**config.mk**
```make
export PLATFORM = sky130hd
export DESIGN_NAME = daq_fifo_arbiter_flat
export DESIGN_NICKNAME = d
export VERILOG_FILES = /design/src/rtl/daq_fifo_arbiter_if.sv /design/src/rtl/daq_fifo_arbiter.sv /design/src/flat_wrapper.sv
export SDC_FILE = /design/constraint.sdc
export NUM_CORES = 1
export LEC_CHECK = 0
export CAP_MARGIN = 25
export CELL_PAD_IN_SITES_DETAIL_PLACEMENT = 0
export CELL_PAD_IN_SITES_GLOBAL_PLACEMENT = 1
export CORE_MARGIN = 3
export CORE_UTILIZATION = 33
export CTS_BUF_LIST = sky130_fd_sc_hd__clkbuf_16
export DETAILED_ROUTE_END_ITERATION = 8
export GPL_ROUTABILITY_DRIVEN = 0
export GPL_TIMING_DRIVEN = 1
export MAX_ROUTING_LAYER = met4
export PLACE_DENSITY = 0.77
export SYNTH_ARGS = -nofsm -noshare
export SYNTH_HDL_FRONTEND = slang
export SYNTH_SLANG_ARGS = --single-unit
```
**constraint.sdc**
```tcl
create_clock -name clk_i -period 2.9 [get_ports clk_i]
set_input_delay 0.725 -clock clk_i [delete_from_list [all_inputs] [get_ports clk_i]]
set_output_delay 0.725 -clock clk_i [all_outputs]
set_load 0.01 [all_outputs]
```
**src/rtl/daq_fifo_arbiter_if.sv**
```systemverilog
// Bundle of the source-FIFO read ports and the host byte stream for daq_fifo_arbiter.
// The master modport is the arbiter side and the slave modport is the environment side.
interface daq_fifo_arbiter_if #(
    parameter int NUM_SRC = 4
);
    logic                   en_i;
    logic [NUM_SRC-1:0]     src_empty_i;
    logic [8*NUM_SRC-1:0]   src_data_i;
    logic [NUM_SRC-1:0]     src_req_o;
    logic [7:0]             out_data_o;
    logic                   out_valid_o;
    logic                   out_ready_i;
    logic [2:0]             grant_o;
    logic                   busy_o;

    modport master (
        input  en_i, src_empty_i, src_data_i, out_ready_i,
        output src_req_o, out_data_o, out_valid_o, grant_o, busy_o
    );

    modport slave (
        output en_i, src_empty_i, src_data_i, out_ready_i,
        input  src_req_o, out_data_o, out_valid_o, grant_o, busy_o
    );
endinterface

```
**src/rtl/daq_fifo_arbiter.sv**
```systemverilog
// Round-robin burst arbiter that drains NUM_SRC packetizer FIFOs into a 2-entry skid stream.
// Optional macro DAQ_ARB_SRC_TAG_EN prefixes each burst with a source tag byte.
module daq_fifo_arbiter #(
    parameter int NUM_SRC   = 4,
    parameter int BURST_LEN = 64
) (
    input  logic                clk_i,
    input  logic                reset_i,
    daq_fifo_arbiter_if.master  bus
);
    typedef enum logic [1:0] {IDLE, GRANT, BURST, DRAIN} state_t;

    localparam logic [7:0] BURST_LIM = 8'(BURST_LEN);
    localparam logic [2:0] LAST_SRC  = 3'(NUM_SRC - 1);

    state_t     state_r;
    logic [2:0] grant_r;
    logic [7:0] count_r;
    logic       inflight_r;
    logic       busy_r;
    logic [1:0] occ_r;
    logic [7:0] ent0_r;
    logic [7:0] ent1_r;

    logic       pop_s;
    logic       credit_s;
    logic       req_s;
    logic       gnt_empty_s;
    logic [7:0] gnt_data_s;
    logic       pick_found_s;
    logic [2:0] pick_idx_s;
    logic       tag_push_s;
    logic       push_s;
    logic [7:0] push_data_s;

    // Granted-source mux for rdempty and q
    always_comb begin
        gnt_empty_s = 1'b1;
        gnt_data_s  = 8'h00;
        for (int k = 0; k < NUM_SRC; k++) begin
            gnt_empty_s = gnt_empty_s & ~((grant_r == 3'(k)) & ~bus.src_empty_i[k]);
            gnt_data_s  = gnt_data_s | ({8{grant_r == 3'(k)}} & bus.src_data_i[8*k +: 8]);
        end
    end

    // Round-robin search starting one past the last grant
    always_comb begin
        pick_found_s = 1'b0;
        pick_idx_s   = grant_r;
        for (int i = 1; i <= NUM_SRC; i++) begin
            pick_idx_s   = (!pick_found_s && !bus.src_empty_i[(int'(grant_r) + i) % NUM_SRC])
                           ? 3'((int'(grant_r) + i) % NUM_SRC) : pick_idx_s;
            pick_found_s = pick_found_s | ~bus.src_empty_i[(int'(grant_r) + i) % NUM_SRC];
        end
    end

    // Credit: skid entries plus the read in flight, net of this cycle's pop, must stay below 2
    always_comb begin
        pop_s    = (occ_r != 2'd0) && bus.out_ready_i;
        credit_s = ({1'b0, occ_r} + {2'b00, inflight_r}) < (3'd2 + {2'b00, pop_s});
        req_s    = (state_r == BURST) && credit_s && !gnt_empty_s && (count_r < BURST_LIM);
`ifdef DAQ_ARB_SRC_TAG_EN
        tag_push_s = (state_r == GRANT) && (occ_r < 2'd2);
`else
        tag_push_s = 1'b0;
`endif
        push_s      = inflight_r | tag_push_s;
        push_data_s = tag_push_s ? {4'hF, 1'b0, grant_r} : gnt_data_s;
    end

    // rdreq decode: only the granted source can ever be read
    always_comb begin
        for (int k = 0; k < NUM_SRC; k++) begin
            bus.src_req_o[k] = req_s && (grant_r == 3'(k));
        end
    end

    // Arbitration state machine and burst accounting
    always_ff @(posedge clk_i or negedge reset_i) begin
        if (!reset_i) begin
            state_r    <= IDLE;
            grant_r    <= LAST_SRC;
            count_r    <= 8'd0;
            inflight_r <= 1'b0;
            busy_r     <= 1'b0;
        end else begin
            inflight_r <= req_s;
            case (state_r)
                IDLE: begin
                    if (bus.en_i && pick_found_s) begin
                        grant_r <= pick_idx_s;
                        busy_r  <= 1'b1;
                        state_r <= GRANT;
                    end else begin
                        state_r <= IDLE;
                    end
                end
                GRANT: begin
                    count_r <= 8'd0;
`ifdef DAQ_ARB_SRC_TAG_EN
                    state_r <= tag_push_s ? BURST : GRANT;
`else
                    state_r <= BURST;
`endif
                end
                BURST: begin
                    if (req_s) begin
                        count_r <= count_r + 8'd1;
                    end else begin
                        count_r <= count_r;
                    end
                    if ((req_s && (count_r == (BURST_LIM - 8'd1))) ||
                        (count_r == BURST_LIM) || (credit_s && gnt_empty_s)) begin
                        state_r <= DRAIN;
                    end else begin
                        state_r <= BURST;
                    end
                end
                DRAIN: begin
                    if (!inflight_r && (occ_r == 2'd0)) begin
                        busy_r  <= 1'b0;
                        state_r <= IDLE;
                    end else begin
                        state_r <= DRAIN;
                    end
                end
                default: begin
                    busy_r  <= 1'b0;
                    state_r <= IDLE;
                end
            endcase
        end
    end

    // Two-entry skid buffer; ent0_r is always the head
    always_ff @(posedge clk_i or negedge reset_i) begin
        if (!reset_i) begin
            occ_r  <= 2'd0;
            ent0_r <= 8'h00;
            ent1_r <= 8'h00;
        end else begin
            case ({push_s, pop_s})
                2'b11: begin
                    if (occ_r == 2'd2) begin
                        ent0_r <= ent1_r;
                        ent1_r <= push_data_s;
                    end else begin
                        ent0_r <= push_data_s;
                    end
                end
                2'b10: begin
                    if (occ_r == 2'd0) begin
                        ent0_r <= push_data_s;
                    end else begin
                        ent1_r <= push_data_s;
                    end
                    occ_r <= occ_r + 2'd1;
                end
                2'b01: begin
                    ent0_r <= ent1_r;
                    occ_r  <= occ_r - 2'd1;
                end
                default: begin
                    occ_r <= occ_r;
                end
            endcase
        end
    end

    assign bus.out_valid_o = (occ_r != 2'd0);
    assign bus.out_data_o  = ent0_r;
    assign bus.grant_o     = grant_r;
    assign bus.busy_o      = busy_r;
endmodule

```
**src/flat_wrapper.sv**
```systemverilog
// flat-port wrapper written by rule: the top's interface ports become plain ports
module daq_fifo_arbiter_flat 
#(
    parameter int NUM_SRC   = 4,
    parameter int BURST_LEN = 64
)
  (clk_i, reset_i, bus_en_i, bus_src_empty_i, bus_src_data_i, bus_out_ready_i, bus_src_req_o, bus_out_data_o, bus_out_valid_o, bus_grant_o, bus_busy_o);
  daq_fifo_arbiter_if #(.NUM_SRC(NUM_SRC)) bus_i ();
  input  logic clk_i;
  input  logic reset_i;
  input wire logic [$bits(bus_i.en_i)-1:0] bus_en_i;
  input wire logic [$bits(bus_i.src_empty_i)-1:0] bus_src_empty_i;
  input wire logic [$bits(bus_i.src_data_i)-1:0] bus_src_data_i;
  input wire logic [$bits(bus_i.out_ready_i)-1:0] bus_out_ready_i;
  output wire logic [$bits(bus_i.src_req_o)-1:0] bus_src_req_o;
  output wire logic [$bits(bus_i.out_data_o)-1:0] bus_out_data_o;
  output wire logic [$bits(bus_i.out_valid_o)-1:0] bus_out_valid_o;
  output wire logic [$bits(bus_i.grant_o)-1:0] bus_grant_o;
  output wire logic [$bits(bus_i.busy_o)-1:0] bus_busy_o;
  assign bus_i.en_i = bus_en_i;
  assign bus_i.src_empty_i = bus_src_empty_i;
  assign bus_i.src_data_i = bus_src_data_i;
  assign bus_i.out_ready_i = bus_out_ready_i;
  assign bus_src_req_o = bus_i.src_req_o;
  assign bus_out_data_o = bus_i.out_data_o;
  assign bus_out_valid_o = bus_i.out_valid_o;
  assign bus_grant_o = bus_i.grant_o;
  assign bus_busy_o = bus_i.busy_o;
  daq_fifo_arbiter #(.NUM_SRC(NUM_SRC), .BURST_LEN(BURST_LEN)) u_core (.clk_i(clk_i), .reset_i(reset_i), .bus(bus_i));
endmodule
```
==> results_dict.tcl, run 1 <==
set metrics [dict create \
    status "finished clean" \
    crit_buf_inv 2 \
    nNetsFinal 363 \
    p_leak_uw 0.001354 \
    endpoint_kind "primary output" \
    synth_flop_cell "dfrtp_1" \
    worst_pin_slew_ns 0.6268 \
    drt_iter0_drc 74 \
    syn-instance-count 243 \
    synth_area_mm2 0.002216 \
    start_util_pct 34.50 \
    ir_worst_vdd_mv 0.5289 \
    gr-usage-all-layers_pct 16.64 \
    clockBufferDepth 2 \
    clock_latency_ns 0.27 \
    period_needed_ns 2.853 \
    numCtsBuffers 5 \
    fp.dieH_um 87.95 \
    clk_pin_slew_worst_paths_ns 0.05 \
    synth.area.top_cells "dfrtp_1, ha_1, a22oi_1" \
    p_per_area_mw_per_mm2 990.9 \
    cts_tree "done" \
    fp.dieW_um 87.95 \
    critPathMaxFanout 5 \
    worst_path_largest_cell_delay_ns 0.47 \
    yosysTopAreaCell "dfrtp_1" \
    dp_hpwl_um 4346 \
    hold_ws_ns 0.5037 \
    finalHoldViolCount 0 \
    core.rowCount 29 \
    max_freq_mhz 350.5 \
    syn2layout_area_growth_pct 39.36 \
    critPathKind "primary input to primary output" \
    drive_gt1_share_pct 14.38 \
    io_pins 57 \
    fin_worst_skew_ns 0.006450 \
    ys_warn_count 0 \
    routed_wl_um 5892 \
    min_period_over_period_pct 98.37 \
    final-max-slew-violation-count 0 \
    yosys_register_bits 32 \
    final_common_cell "clkdlybuf4s50_1" \
    synthArstFlopShare_pct 100.0 \
    cp_top_family "buffers and inverters" \
    syn-num-nets 294 \
    grt_pass1_vias 2018 \
    grt_max_degree 33 \
    crit_chain "clkdlybuf4s50_1, nor2b_1, o41a_1, and3_4, and2_4, buf_2" \
    antenna_found_initial 0 \
    crit_path_top_delay_cell "clkdlybuf4s50_1" \
    drv_cap 0 \
    arrival_ns 2.13 \
    core-area_mm2 0.006422 \
    antenna_cells 0 \
    first_pass_iters 4 \
    rsz0062_at_grt "no" \
    wl_per_cell_um 15.11 \
    grt-ovfl-total 0 \
    cts_hold_buffers 0 \
    dieArea_mm2 0.007734 \
    setup_ws_ns 0.04726 \
    ctsRootBufferMaster "clkbuf_16" \
    cts_sinks 32 \
    portBuffers 55 \
    cts_max_level 2 \
    syn-mean-instance-area_um2 9.119 \
    grt_pass1_wl_um 9729 \
    finalSetupViolCount 0 \
    maxSlewHeadroom_pct 58.22 \
    synth-seq-area-share_pct 36.25 \
    startpoint_type "primary input" \
    synth_top_area_share_pct 33.88 \
    min_path_type "flip-flop to flip-flop" \
    pre_cts_ws_ns -0.4060 \
    fillers 620 \
    synth_edf_count 0 \
    drc 0 \
    via_per_inst 5.241 \
    vias 2044 \
    worst_ep_required_time_ns 2.17 \
    fin_total_pwr_uw 3060 \
    ant_nets 0 \
    mostFrequentLayoutCells "clkdlybuf4s50_1, dfrtp_1, nor2_1, buf_4, a31oi_1" \
    cts_setup_buffers 0 \
    ys_types 46 \
]
[logic make-up after synthesis]
logic type                 count (synthesis)  share of synthesized area [%]
and+or+nand+nor                           86                          20.61
AOI/OAI and AO/OA                         75                          24.11
DFF                                       32                          36.25
buffers and inverters                     25                          4.912
adders and majority gates                 11                          6.211
muxes                                      9                          6.155
xor gates and xnor gates                   4                          1.581
other                                      1                         0.1692
[cell usage after synthesis (2+ instances only)]
master / n
nand2_1: 12
and2_1: 13
o21ai_1: 3
ha_1: 11
and3_1: 3
dfstp_2: 2
a22oi_1: 17
a31oi_1: 18
nor2b_1: 5
o21bai_1: 8
inv_1: 11
nand3_1: 12
a21oi_1: 4
mux4_1: 2
mux2i_1: 5
clkbuf_1: 9
a21boi_0: 9
nand4_1: 6
dfrtp_1: 30
buf_2: 3
o211ai_1: 8
xnor2_1: 3
nor2_1: 22
nor4_1: 2
nand2b_1: 4
[routing by layer]
metal | share of wire, % | track usage (%)
met5 | 0 | -
met4 | 1.2 | 5.579
met3 | 6.1 | 3.387
met2 | 45 | 26.23
met1 | 48 | 21.29
[sequential cells by signal, summed over array words and instances (netlist names)]
register	flops
u_core.bus.grant_o	2
u_core.state_r	2
u_core.occ_r	2
u_core.inflight_r	1
u_core.bus.busy_o	1
u_core.count_r	8
u_core.ent1_r	8
u_core.bus.out_data_o	8
[worst paths after layout]
check	startpoint	to	slack (ns)	cells past startpoint
worst max register to register	u_core.bus.grant_o[0]	u_core.bus.grant_o[1]	0.89	4
max in group asynchronous	reset_i	u_core.bus.grant_o[0]	1.69	2
worst max-delay path	bus_src_empty_i[3]	bus_src_req_o[0]	0.05	6
min in group asynchronous	reset_i	u_core.bus.out_data_o[3]	0.86	2
worst min register to register	u_core.count_r[7]	u_core.count_r[7]	0.50	1
worst min-delay path	u_core.count_r[7]	u_core.count_r[7]	0.50	1
[through the flow]
| stage | cells | instance area (um2) | TNS, ns | utilization, % |
|---|---|---|---|---|
| 6_report | 390 | 3088 | 0 | 48.08 |
| 2_1_floorplan | 243 | 2238 | 0 | - |
| 4_1_cts | 390 | 3083 | 0 | 48.00 |
| 3_5_place_dp | 382 | 2963 | -1.580 | 46.13 |
| 5_1_grt | 390 | 3088 | 0 | 48.08 |
| 3_3_place_gp | 382 | 2963 | -1.397 | 46.13 |
[cell type report]
type	instances	area [um2]	share of cell area, %
well taps	77	96.34	3.120
clock buffers	5	125.1	4.052
repair buffers	76	689.4	22.33
flip-flops and latches	32	803.3	26.01
clock inverters	3	11.26	0.3647
multi-input cells	186	1321	42.79
inverters	11	41.29	1.337
[report_power, final]
group	switching, uW	total (uW)	internal (uW)
clock	176	483	308
combinational	939	1800	859
sequential	130	779	649
[what timing repair did]
| action | in CTS | in global routing |
|---|---|---|
| gates cloned | 0 | 0 |
| resized for setup | 19 | 2 |
| pin swaps | 1 | 1 |
| setup endpoints to repair | 4 | 4 |
No activity file was read; power rests on OpenSTA's default activity.
==> run 2: changes to the inputs <==
--- a/config.mk
+++ b/config.mk
@@ -11,11 +11,13 @@
 export CORE_MARGIN = 3
 export CORE_UTILIZATION = 33
 export CTS_BUF_LIST = sky130_fd_sc_hd__clkbuf_16
+export CTS_CLUSTER_SIZE = 12
 export DETAILED_ROUTE_END_ITERATION = 8
 export GPL_ROUTABILITY_DRIVEN = 0
-export GPL_TIMING_DRIVEN = 1
+export GPL_TIMING_DRIVEN = 0
 export MAX_ROUTING_LAYER = met4
 export PLACE_DENSITY = 0.77
+export SETUP_SLACK_MARGIN = 0.3
 export SYNTH_ARGS = -nofsm -noshare
 export SYNTH_HDL_FRONTEND = slang
 export SYNTH_SLANG_ARGS = --single-unit
==> run 2 against run 1 <==
  * The flow now finishes with violations (negative setup slack)
  * Routed wire length grew 10%
  * Die area unchanged
  * First-iteration DRC count rose by 92%
  * Final area is 3.4% higher
  * Final cell count is 0.51% higher
  * Via count increased by 5.7%
  * Sequential share of layout area is 0.86 points lower
  * Largest power group unchanged
  * Highest routed layer unchanged
==> results_dict.tcl, run 2 (synthesized netlist as in run 1, its figures left out) <==
set metrics [dict create \
    status "complete, but fails checks" \
    violations "negative setup slack" \
    worst_ep_required_time_ns 2.17 \
    wl_per_cell_um 16.58 \
    drt_iter0_drc 142 \
    antenna_found_initial 0 \
    crit_chain "buf_6, inv_6, ha_4, buf_6, nor2b_4, o41a_1, and3_1, buf_6, and2_4, buf_6" \
    ant_nets 0 \
    cts_max_level 2 \
    cts_hold_buffers 0 \
    drc 0 \
    startpoint_type "flip-flop" \
    ctsRootBufferMaster "clkbuf_16" \
    final-max-slew-violation-count 0 \
    setup_ws_ns -0.1521 \
    period_needed_ns 3.052 \
    grt_pass1_vias 2126 \
    min_period_over_period_pct 105.2 \
    clk_pin_slew_worst_paths_ns 0.05 \
    start_util_pct 34.50 \
    fin_worst_skew_ns 0.004155 \
    syn2layout_area_growth_pct 44.10 \
    maxSlewHeadroom_pct 49.46 \
    stdcell_count 392 \
    portBuffers 55 \
    nNetsFinal 366 \
    numCtsBuffers 5 \
    first_pass_iters 4 \
    cp_top_family "flip-flops" \
    worst_path_largest_cell_delay_ns 0.54 \
    grt_max_degree 33 \
    vias 2160 \
    worst_pin_slew_ns 0.7581 \
    dieArea_mm2 0.007734 \
    core-area_mm2 0.006422 \
    crit_buf_inv 5 \
    drv_cap 0 \
    rsz0062_at_grt "yes" \
    finalHoldViolCount 0 \
    critPathKind "flip-flop to primary output" \
    grt-ovfl-total 0 \
    final_common_cell "clkdlybuf4s50_1" \
    cts_tree "done" \
    p_leak_uw 0.001363 \
    ir_worst_vdd_mv 0.4529 \
    critPathMaxFanout 6 \
    p_per_area_mw_per_mm2 1026 \
    clock_latency_ns 0.28 \
    tns_ns -0.5845 \
    io_pins 57 \
    mostFrequentLayoutCells "clkdlybuf4s50_1, dfrtp_1, nor2_1, a31oi_1, a22oi_1" \
    min_path_type "primary input to async pin" \
    pre_cts_ws_ns -0.7407 \
    drive_gt1_share_pct 16.51 \
    routed_wl_um 6500 \
    max_freq_mhz 327.6 \
    finalSetupViolCount 4 \
    dp_hpwl_um 4494 \
    cpMostUsedCell "buf_6" \
    arrival_ns 2.33 \
    fp.dieH_um 87.95 \
    cts_sinks 32 \
    crit_path_top_delay_cell "dfstp_2" \
    antenna_cells 0 \
    core.rowCount 29 \
    dp.cells 375 \
    fp.dieW_um 87.95 \
    clockBufferDepth 2 \
    gr-usage-all-layers_pct 18.02 \
    grt_pass1_wl_um 10470 \
    via_per_inst 5.510 \
    endpoint_kind "primary output" \
]
==> run 2: worst register-to-register path, cell delays in order, from the launching register on <==
cell	delay, ns
dfstp_2	0.54
buf_6	0.11
buf_4	0.10
buf_4	0.14
mux4_1	0.56
a311o_1	0.41
o31ai_1	0.30
==> run 2: where the power goes <==
group	total [uW]	switching, uW	internal (uW)
clock network	489	182	307
logic	1970	1020	956
registers	816	167	649
total	3280	1360	1910
==> run 2: layout make-up <==
| cell class | count | area (um2) |
|---|---|---|
| buffer | 14 | 103.9 |
| multi-input combinational | 186 | 1388 |
| sequential | 32 | 803.3 |
| clock inverter | 2 | 7.507 |
| inverter | 11 | 48.80 |
| fill | 610 | 3229 |
| clock buffer | 5 | 125.1 |
| timing repair buffer | 65 | 620.6 |
| tap | 77 | 96.34 |
==> run 2: final timing paths <==
check,slack (ns),from,end,cells after the start
worst max register to register,0.64,u_core.bus.grant_o[0],u_core.bus.grant_o[1],6
worst max-delay path,-0.15,u_core.bus.grant_o[0],bus_src_req_o[1],10
worst min register to register,0.53,u_core.count_r[5],u_core.count_r[5],1
max in group asynchronous,1.90,reset_i,u_core.bus.busy_o,1
worst min-delay path,0.52,reset_i,u_core.bus.out_data_o[2],1
min in group clk_i,0.53,u_core.count_r[5],u_core.count_r[5],1
==> run 2: per-stage QoR <==
step / total power [uW] / cell area [um2] / util (%) / hold WS, ns
after global placement: 2535 / 2912 / 45.33 / 0.4918
after floorplan: 1968 / 2265 / - / 0.4294
after CTS: 3260 / 3162 / 49.23 / 0.5277
final: 3276 / 3193 / 49.72 / 0.5166
after global routing: 3545 / 3193 / 49.72 / 0.5473
after detailed placement: 2572 / 2907 / 45.26 / 0.5169
==> run 2: what timing repair did <==
item	4_1_cts	5_1_grt
setup endpoints to repair	21	12
pin swaps	2	0
gates cloned	0	0
buffers inserted	9	1
gates resized for setup	40	7
==> run 2: routing by layer <==
layer  GRT usage [%]  wire [um]  vias up
li1                -          -     1041
met1           21.05       2742     1062
met2           31.30       3400       48
met3           3.951        293        9
met4           4.603         63        0
met5               -          0        -
